**src/rtl/bus_simple_pkg.sv**
```systemverilog
// Shared state encoding, constants and request payload for the simple-bus arbiter.
package bus_simple_pkg;

    localparam int unsigned BUS_W = 32;

    typedef logic [1:0] arb_state_e;
    localparam arb_state_e ARB_IDLE  = 2'd0;
    localparam arb_state_e ARB_ISSUE = 2'd1;
    localparam arb_state_e ARB_WAIT  = 2'd2;

    localparam logic [31:0] BUS_ERR_RDATA = 32'hDEAD_BEEF;

    typedef struct packed {
        logic               write;
        logic [BUS_W-1:0]   addr;
        logic [BUS_W-1:0]   wdata;
        logic [BUS_W/8-1:0] wstrb;
    } bus_req_t;

endpackage

```
**src/rtl/rr_arbiter.sv**
```systemverilog
// Combinational round-robin picker: first set req bit at or after ptr, wrapping.
module rr_arbiter #(
    parameter int unsigned NUM_M = 2
) (
    input  logic [NUM_M-1:0]         req,
    input  logic [$clog2(NUM_M)-1:0] ptr,
    output logic [NUM_M-1:0]         gnt,
    output logic [$clog2(NUM_M)-1:0] idx,
    output logic                     any
);
    localparam int unsigned IDX_W = $clog2(NUM_M);

    logic [IDX_W-1:0] j;

    always_comb begin
        gnt = '0;
        idx = '0;
        any = 1'b0;
        j   = '0;
        for (int unsigned k = 0; k < NUM_M; k++) begin
            j = IDX_W'((32'(ptr) + k) % NUM_M);
            if (!any && req[j]) begin
                gnt[j] = 1'b1;
                idx    = j;
                any    = 1'b1;
            end
        end
    end

endmodule

```
**src/rtl/bus_simple_arb.sv**
```systemverilog
// N-master to 1-slave round-robin arbiter for the simple 32-bit bus with variable slave latency.
// Optional WAIT-state timeout with error response and err_timeout port: BUS_SIMPLE_ARB_TIMEOUT_EN.
module bus_simple_arb
    import bus_simple_pkg::*;
#(
    parameter int unsigned NUM_M       = 2,
    parameter int unsigned ADDR_W      = 32,
    parameter int unsigned DATA_W      = 32,
    parameter int unsigned TIMEOUT_CYC = 16
) (
    input  logic                       clk,
    input  logic                       rst,
    input  logic [NUM_M-1:0]           m_valid,
    input  logic [NUM_M-1:0]           m_write,
    input  logic [NUM_M*ADDR_W-1:0]    m_addr,
    input  logic [NUM_M*DATA_W-1:0]    m_wdata,
    input  logic [NUM_M*DATA_W/8-1:0]  m_wstrb,
    output logic [NUM_M-1:0]           m_ready,
    output logic [NUM_M-1:0]           m_rvalid,
    output logic [DATA_W-1:0]          m_rdata,
    output logic                       s_valid,
    output logic                       s_write,
    output logic [ADDR_W-1:0]          s_addr,
    output logic [DATA_W-1:0]          s_wdata,
    output logic [DATA_W/8-1:0]        s_wstrb,
    input  logic                       s_ready,
    input  logic [DATA_W-1:0]          s_rdata,
    input  logic                       s_rvalid,
    output logic                       busy,
    output logic [$clog2(NUM_M)-1:0]   grant_id,
`ifdef BUS_SIMPLE_ARB_TIMEOUT_EN
    output logic                       err_timeout,
`endif
    output logic                       err_overrun,
    output logic                       err_stray
);
    localparam int unsigned IDX_W  = $clog2(NUM_M);
    localparam int unsigned STRB_W = DATA_W / 8;

    if (NUM_M < 2 || NUM_M > 8 || TIMEOUT_CYC < 1) begin : g_param_check
        $error("bus_simple_arb: unsupported NUM_M or TIMEOUT_CYC");
    end

    logic [ADDR_W-1:0] in_addr  [NUM_M];
    logic [DATA_W-1:0] in_wdata [NUM_M];
    logic [STRB_W-1:0] in_wstrb [NUM_M];

    for (genvar i = 0; i < NUM_M; i++) begin : g_unpack
        assign in_addr[i]  = m_addr[i*ADDR_W +: ADDR_W];
        assign in_wdata[i] = m_wdata[i*DATA_W +: DATA_W];
        assign in_wstrb[i] = m_wstrb[i*STRB_W +: STRB_W];
    end

    arb_state_e        state_q, state_d;
    logic [NUM_M-1:0]  slot_v_q, slot_write_q;
    logic [ADDR_W-1:0] slot_addr_q  [NUM_M];
    logic [DATA_W-1:0] slot_wdata_q [NUM_M];
    logic [STRB_W-1:0] slot_wstrb_q [NUM_M];
    logic [IDX_W-1:0]  rr_q;

    logic              in_wait, in_svc, take, win_any;
    logic              rsp_ok, rsp_wrong, stray, timeout_hit, done;
    logic [NUM_M-1:0]  svc_oh, accept, cand, win_oh;
    logic [IDX_W-1:0]  win_idx;

    assign in_wait = (state_q == ARB_WAIT);
    assign in_svc  = (state_q != ARB_IDLE);

    // A master in service may not post again until its response cycle has passed.
    always_comb begin
        svc_oh = '0;
        for (int i = 0; i < NUM_M; i++) begin
            svc_oh[i] = in_svc && (grant_id == IDX_W'(i));
        end
    end

    assign accept = m_valid & ~slot_v_q & ~svc_oh;
    assign cand   = slot_v_q | accept;

    rr_arbiter #(.NUM_M(NUM_M)) u_rr (
        .req (cand),
        .ptr (rr_q),
        .gnt (win_oh),
        .idx (win_idx),
        .any (win_any)
    );

    assign take      = (state_q == ARB_IDLE) && win_any;
    assign rsp_ok    = in_wait && (s_write ? s_ready : s_rvalid);
    assign rsp_wrong = in_wait && (s_write ? s_rvalid : s_ready);
    assign stray     = (!in_wait && (s_ready || s_rvalid)) || rsp_wrong;
    assign done      = rsp_ok || timeout_hit;

    always_ff @(posedge clk or posedge rst) begin
        if (rst) state_q <= ARB_IDLE;
        else     state_q <= state_d;
    end

    always_comb begin
        state_d = state_q;
        case (state_q)
            ARB_IDLE:  if (win_any) state_d = ARB_ISSUE;
            ARB_ISSUE: state_d = ARB_WAIT;
            ARB_WAIT:  if (done) state_d = ARB_IDLE;
            default:   state_d = ARB_IDLE;
        endcase
    end

    // Pending slots; a winner taken straight from m_valid never occupies its slot.
    always_ff @(posedge clk or posedge rst) begin
        if (rst) begin
            slot_v_q     <= '0;
            slot_write_q <= '0;
            for (int i = 0; i < NUM_M; i++) begin
                slot_addr_q[i]  <= '0;
                slot_wdata_q[i] <= '0;
                slot_wstrb_q[i] <= '0;
            end
        end else begin
            for (int i = 0; i < NUM_M; i++) begin
                if (take && win_oh[i]) begin
                    slot_v_q[i] <= 1'b0;
                end else if (accept[i]) begin
                    slot_v_q[i]     <= 1'b1;
                    slot_write_q[i] <= m_write[i];
                    slot_addr_q[i]  <= in_addr[i];
                    slot_wdata_q[i] <= in_wdata[i];
                    slot_wstrb_q[i] <= in_wstrb[i];
                end
            end
        end
    end

    // Issue register doubles as the s_* outputs, which hold their last value.
    always_ff @(posedge clk or posedge rst) begin
        if (rst) begin
            s_write  <= 1'b0;
            s_addr   <= '0;
            s_wdata  <= '0;
            s_wstrb  <= '0;
            grant_id <= '0;
            rr_q     <= '0;
        end else if (take) begin
            if (slot_v_q[win_idx]) begin
                s_write <= slot_write_q[win_idx];
                s_addr  <= slot_addr_q[win_idx];
                s_wdata <= slot_wdata_q[win_idx];
                s_wstrb <= slot_wstrb_q[win_idx];
            end else begin
                s_write <= m_write[win_idx];
                s_addr  <= in_addr[win_idx];
                s_wdata <= in_wdata[win_idx];
                s_wstrb <= in_wstrb[win_idx];
            end
            grant_id <= win_idx;
            rr_q     <= (32'(win_idx) == NUM_M - 1) ? '0 : win_idx + IDX_W'(1);
        end
    end

    always_ff @(posedge clk or posedge rst) begin
        if (rst) begin
            err_overrun <= 1'b0;
            err_stray   <= 1'b0;
        end else begin
            err_overrun <= err_overrun | (|(m_valid & ~accept));
            err_stray   <= err_stray | stray;
        end
    end

    assign s_valid = (state_q == ARB_ISSUE);
    assign busy    = in_svc;

    // Response routing is combinational so the master sees it in the slave's response cycle.
    always_comb begin
        m_ready  = '0;
        m_rvalid = '0;
        m_rdata  = '0;
        for (int i = 0; i < NUM_M; i++) begin
            if (grant_id == IDX_W'(i)) begin
                m_ready[i]  = in_wait && s_write && (s_ready || timeout_hit);
                m_rvalid[i] = in_wait && !s_write && (s_rvalid || timeout_hit);
            end
        end
        if (in_wait && !s_write) begin
            if (s_rvalid)         m_rdata = s_rdata;
            else if (timeout_hit) m_rdata = DATA_W'(BUS_ERR_RDATA);
        end
    end

`ifdef BUS_SIMPLE_ARB_TIMEOUT_EN
    localparam int unsigned CNT_W = $clog2(TIMEOUT_CYC + 1);

    logic [CNT_W-1:0] to_cnt_q;

    // Fires in the TIMEOUT_CYC-th WAIT cycle when the slave stays silent.
    assign timeout_hit = in_wait && !rsp_ok && (to_cnt_q == CNT_W'(TIMEOUT_CYC - 1));

    always_ff @(posedge clk or posedge rst) begin
        if (rst) begin
            to_cnt_q    <= '0;
            err_timeout <= 1'b0;
        end else begin
            to_cnt_q <= (in_wait && !done) ? to_cnt_q + CNT_W'(1) : '0;
            if (timeout_hit) err_timeout <= 1'b1;
        end
    end
`else
    assign timeout_hit = 1'b0;
`endif

endmodule

```
**config.mk**
```make
export PLATFORM = sky130hd
export DESIGN_NAME = bus_simple_arb
export DESIGN_NICKNAME = d
export VERILOG_FILES = /design/src/rtl/bus_simple_pkg.sv /design/src/rtl/rr_arbiter.sv /design/src/rtl/bus_simple_arb.sv
export SDC_FILE = /design/constraint.sdc
export NUM_CORES = 1
export LEC_CHECK = 0
export ABC_AREA = 1
export CAP_MARGIN = 20
export CELL_PAD_IN_SITES_DETAIL_PLACEMENT = 2
export CELL_PAD_IN_SITES_GLOBAL_PLACEMENT = 2
export CORE_ASPECT_RATIO = 0.5
export CORE_MARGIN = 2
export CORE_UTILIZATION = 25
export DETAILED_ROUTE_END_ITERATION = 10
export PLACE_DENSITY = 0.74
export SYNTH_ARGS = -nofsm -noshare
export SYNTH_HDL_FRONTEND = slang
export SYNTH_SLANG_ARGS = --single-unit
```
**constraint.sdc**
```tcl
create_clock -name clk -period 14.3 [get_ports clk]
set_clock_uncertainty 0.15 [all_clocks]
set_input_delay 2.86 -clock clk [delete_from_list [all_inputs] [get_ports clk]]
set_output_delay 2.86 -clock clk [all_outputs]
set_load 0.01 [all_outputs]
```
---- Yosys cells after proc, flatten, opt, wreduce, memory -nomap -nowiden ----
Cells that the tools add are included.
Widths: inputs -> output; s select.
word-level totals
  register bits ........................... 215
  latch bits .............................. 0
  memory bits (writable) .................. 0
  bits in read-only memories .............. 0
  output and inout bits ................... 110
  memories ................................ 0
operators by class
  $add $sub $neg .......................... 2
  $mul .................................... 0
  div/mod/pow operators ................... 0
  order comparisons ....................... 6
  eq/ne operators ......................... 4
  shift operators ......................... 0
  mux-type cells .......................... 58
  bitwise operators ....................... 14
  reductions and logical operators ........ 28
operators by type and width
  operator             number
  $mux 32              16
  $mux 1               28
  $mux 4               7
  $logic_and 1x1->1    15
  $mux 2               4
  $and 2x2->2          3
  $lt 1x2->1 const B   3
  $not 2->2            3
  $pmux 2 s3           1
  $reduce_and 2->1     3
  $reduce_bool 2->1    3
  $or 2x2->2           2
  $logic_not 1->1      3
  $not 1->1            3
  $add 1x1->1 const B  2
  $demux 1 s1          2
  $eq 2x1->1 const B   1
  $eq 2x2->1 const B   1
  $ge 1x1->1 const B   2
  $ge 2x2->1 const B   1
  $logic_not 2->1      1
  $logic_or 1x1->1     2
  $ne 2x1->1 const B   1
  $ne 2x2->1 const B   1
  3 further kinds      4

---- Longest topological paths before layout ----
  depth after elaboration ................. 16
  gate-level depth with buffers ........... 14
  mapped depth without buffers ............ 12

---- Hierarchy ----
A second synthesis with hierarchy kept.
second synthesis, totals
  cell total of the unflattened synthesis .. 1,712
  area total of the unflattened synthesis .. 11,544.8 µm²
by module, submodules not included
  module          instances  cells an instance  area an instance (µm²)  seq. area each (µm²)
  bus_simple_arb  1          1,698              11,489.8                5,380.2
  rr_arbiter      1          14                 55.1                    0.0

---- Least setup slack after synthesis ----
No wires, ideal clock.
  path kind ............................... in2out
  start ................................... in s_rvalid
  end ..................................... out m_rdata[10]
  arrival ................................. 3.608 ns
  data required time ...................... 11.290 ns
  slack ................................... 7.682 ns
  stages .................................. 4
  path buffers ............................ 2
  cell sequence ........................... clkbuf_1 clkbuf_1 nand2_1 nor2_1
between the ends
  word-level cells in the longest chain between the ends .. 2
RTL lines
  element          RTL line               RTL
  start, declared  bus_simple_arb.sv:28   input logic s_rvalid,
  $mux 32          bus_simple_arb.sv:185  if (s_rvalid) m_rdata = s_rdata;
  $mux 32          bus_simple_arb.sv:184  if (in_wait && !s_write) begin
  end, declared    bus_simple_arb.sv:20   output logic [DATA_W-1:0] m_rdata,
Every way passes these cells.

---- Worst setup path after layout ----
  start ................................... in s_rvalid
  end ..................................... out m_rdata[13]
Same word-level chain as after synthesis.

==> flow_metrics.tcl <==
set metrics [dict create \
    die_y_um 152 \
    clk_path_buf_depth 3 \
    crit_required_ns 11.29 \
    core_mm2 0.0434 \
    r2r_start "grant_id" \
    tightest_slew_ns 1.07 \
    firstDrtPassIters 4 \
    critPathSlowestCell "clkdlybuf4s50_1" \
    clkTransAtPathRegs_ns 0.06 \
    clk-insertion-delay-late_ns 0.53 \
    wl_per_cell_um 20.2 \
    io-pin-count 286 \
    synth_top_area_share 0.491 \
    syn-num-nets 1668 \
    final.fill_count 4996 \
    yosys_warnings 0 \
    finalCritPeriodShare 0.546 \
    yosysUniqueCellTypes 23 \
    drt_iter0_drc 535 \
    setup_viol 0 \
    synth_edf_count 0 \
    place.detailed.hpwl_um 27700 \
    dieArea_mm2 0.0456 \
    post-cts-setup-buffer-count 0 \
    critPathKind "in -> out" \
    nets 1872 \
    cp_num_buf_inv 3 \
    synthTopCellsByArea "dfrtp_1, nand2_1, nand3_1" \
    drcViolationCount 0 \
    synth_seq_cells 215 \
    critPathMaxStageDelay_ns 0.88 \
    seq_area_frac_synth 0.491 \
    grt_max_degree 103 \
    netlist_instances 1492 \
    cts_buffers 25 \
    power_density_mw_per_mm2 255 \
    areaGrowthSynthToFinish_pct 36.9 \
    wl_um 46500 \
    placedCellCount 2256 \
    hold_buffers 0 \
    fin_crit_ns 7.81 \
    vias 11400 \
    synth_top_cell_by_area "dfrtp_1" \
    tns_ns 0 \
    timing.critical_path.mode_cell "clkdlybuf4s50_1" \
    netlist_area_mm2 0.0110 \
    async_flop_share 1.00 \
    numPortBuffers 285 \
    postSynthAreaPerCell_um2 7.34 \
    clock_sinks 215 \
    start_util 0.252 \
    synth_top_cells_by_count "nand2_1, nand3_1, dfrtp_1, o21ai_0, clkbuf_1" \
    status "complete, no violations" \
    fp.dieW_um 300 \
    rsz0062_at_grt "no" \
    rows 54 \
    ir_worst_vdd_mv 0.189 \
    critPathTopFamily "buffers and inverters" \
    grt-ovfl-total 0 \
    leakage_nw 7.00 \
    crit_fanout 19 \
    relSlewSlack 0.289 \
    layout-drive-gt1-share 0.0414 \
    yosysMostFrequentCell "nand2_1" \
    antenna_left 0 \
    root_buffer "clkbuf_16" \
    hp-class "reg -> reg" \
    cp_data_arrival_time_ns 4.80 \
    power.total_mw 3.83 \
    min_from "slot_addr_q[33]" \
    ctsResizeCount 0 \
    crit_path_end_kind "output port" \
    fmax_mhz 128 \
    cap_violations 0 \
    path_cells "clkdlybuf4s50_1 > buf_8 > nand2_1 > nor2_1 > clkdlybuf4s50_1" \
    vias_per_cell 4.93 \
    grt_pass1_vias 12300 \
    final_cells 2305 \
    antenna_found_initial 4 \
    gp_congestion 0.721 \
    synth-main-ff-cell "dfrtp_1" \
    htree_levels 1 \
    hold_viol 0 \
    startpoint_type "primary input" \
    grt_use_total 0.202 \
    cts_tree "yes" \
    finalMaxSlewViolations 0 \
    grt_pass1_wl_um 73500 \
    startpoint "s_rvalid" \
]
-- logic make-up after synthesis --
| kind of cell | synth area share |
|---|---|
| AO/OA/AOI/OAI | 0.0379 |
| AND/OR/NAND/NOR | 0.414 |
| flip-flops | 0.491 |
| buffers and inverters | 0.0571 |
-- metal layers --
layer  vias up  wire [um]  global-route usage
li1       5281          -                   -
met1      5867      20900               0.265
met2       169      23300               0.354
met3        52       1350              0.0265
met4         0        818              0.0438
met5         -          0                   0
-- report_power, final --
part,total [mW],leakage [nW],switching [mW],internal [mW]
sequential,1.06,2.67,0.152,0.907
clock,0.672,0.416,0.269,0.403
combinational,2.10,3.92,1.42,0.679
-- placed cells by master (no fill, tap or decap), types with 2 or more instances in the layout --
| cell | count |
|---|---|
| clkinv_2 | 3 |
| o21ai_0 | 70 |
| buf_4 | 15 |
| clkdlybuf4s50_1 | 285 |
| nor2_1 | 42 |
| clkbuf_1 | 6 |
| nand2_1 | 593 |
| inv_1 | 9 |
| diode_2 | 4 |
| bufinv_16 | 2 |
| inv_2 | 5 |
| clkbuf_8 | 9 |
| nand3_1 | 414 |
| nand2_4 | 5 |
| clkbuf_16 | 25 |
| nand2_2 | 2 |
| a221o_1 | 2 |
| nor2_4 | 2 |
| dfrtp_1 | 215 |
-- metrics by stage --
stage	setup WS (ns)	utilization	cell area, um^2	hold WS, ns
after detailed placement	6.15	0.326	14100	0.309
after CTS	6.14	0.345	15000	0.323
after global routing	6.36	0.346	15000	0.349
after floorplan	5.41	-	11000	0.292
final	6.49	0.346	15000	0.318
after global placement	6.35	0.326	14100	0.303
-- layout make-up --
| class | instances | area (um^2) | share of cell area |
|---|---|---|---|
| Multi-Input combinational cell | 1136 | 4970 | 0.332 |
| Timing Repair Buffer | 301 | 2980 | 0.199 |
| Sequential cell | 215 | 5380 | 0.359 |
| Inverter | 17 | 72.6 | 0.00484 |
| Clock buffer | 40 | 772 | 0.0515 |
| Antenna cell | 4 | 10.0 | 0.000668 |
| Tap cell | 588 | 736 | 0.0491 |
| Clock inverter | 4 | 70.1 | 0.00467 |
-- state kept, by name, summed over array words and instances (netlist names) --
| name | flops |
|---|---|
| err_overrun | 1 |
| err_stray | 1 |
| grant_id | 1 |
| rr_q | 1 |
| s_addr | 32 |
| s_wdata | 32 |
| s_write | 1 |
| s_wstrb | 4 |
| slot_addr_q | 64 |
| slot_v_q | 2 |
| slot_wdata_q | 64 |
| slot_write_q | 2 |
| slot_wstrb_q | 8 |
| state_q | 2 |
-- path summary, 6_finish.rpt --
| path | depth (start not counted) | to | slack (ns) |
|---|---|---|---|
| min in group asynchronous | 2 | s_addr[24] | 2.71 |
| setup / recovery | 5 | m_rdata[13] | 6.49 |
| setup reg to reg | 11 | slot_addr_q[61] | 9.38 |
| hold / removal | 2 | slot_addr_q[33] | 0.32 |
| hold reg to reg | 2 | slot_addr_q[33] | 0.32 |
| max in group asynchronous | 4 | slot_addr_q[32] | 9.19 |
-- worst min-delay path, delay by kind of cell (launching register included) --
family / cells / cell delay [ns]
DFF: 1 / 0.34
and+or+nand+nor: 2 / 0.10
Power figures use the tool's default switching activity.
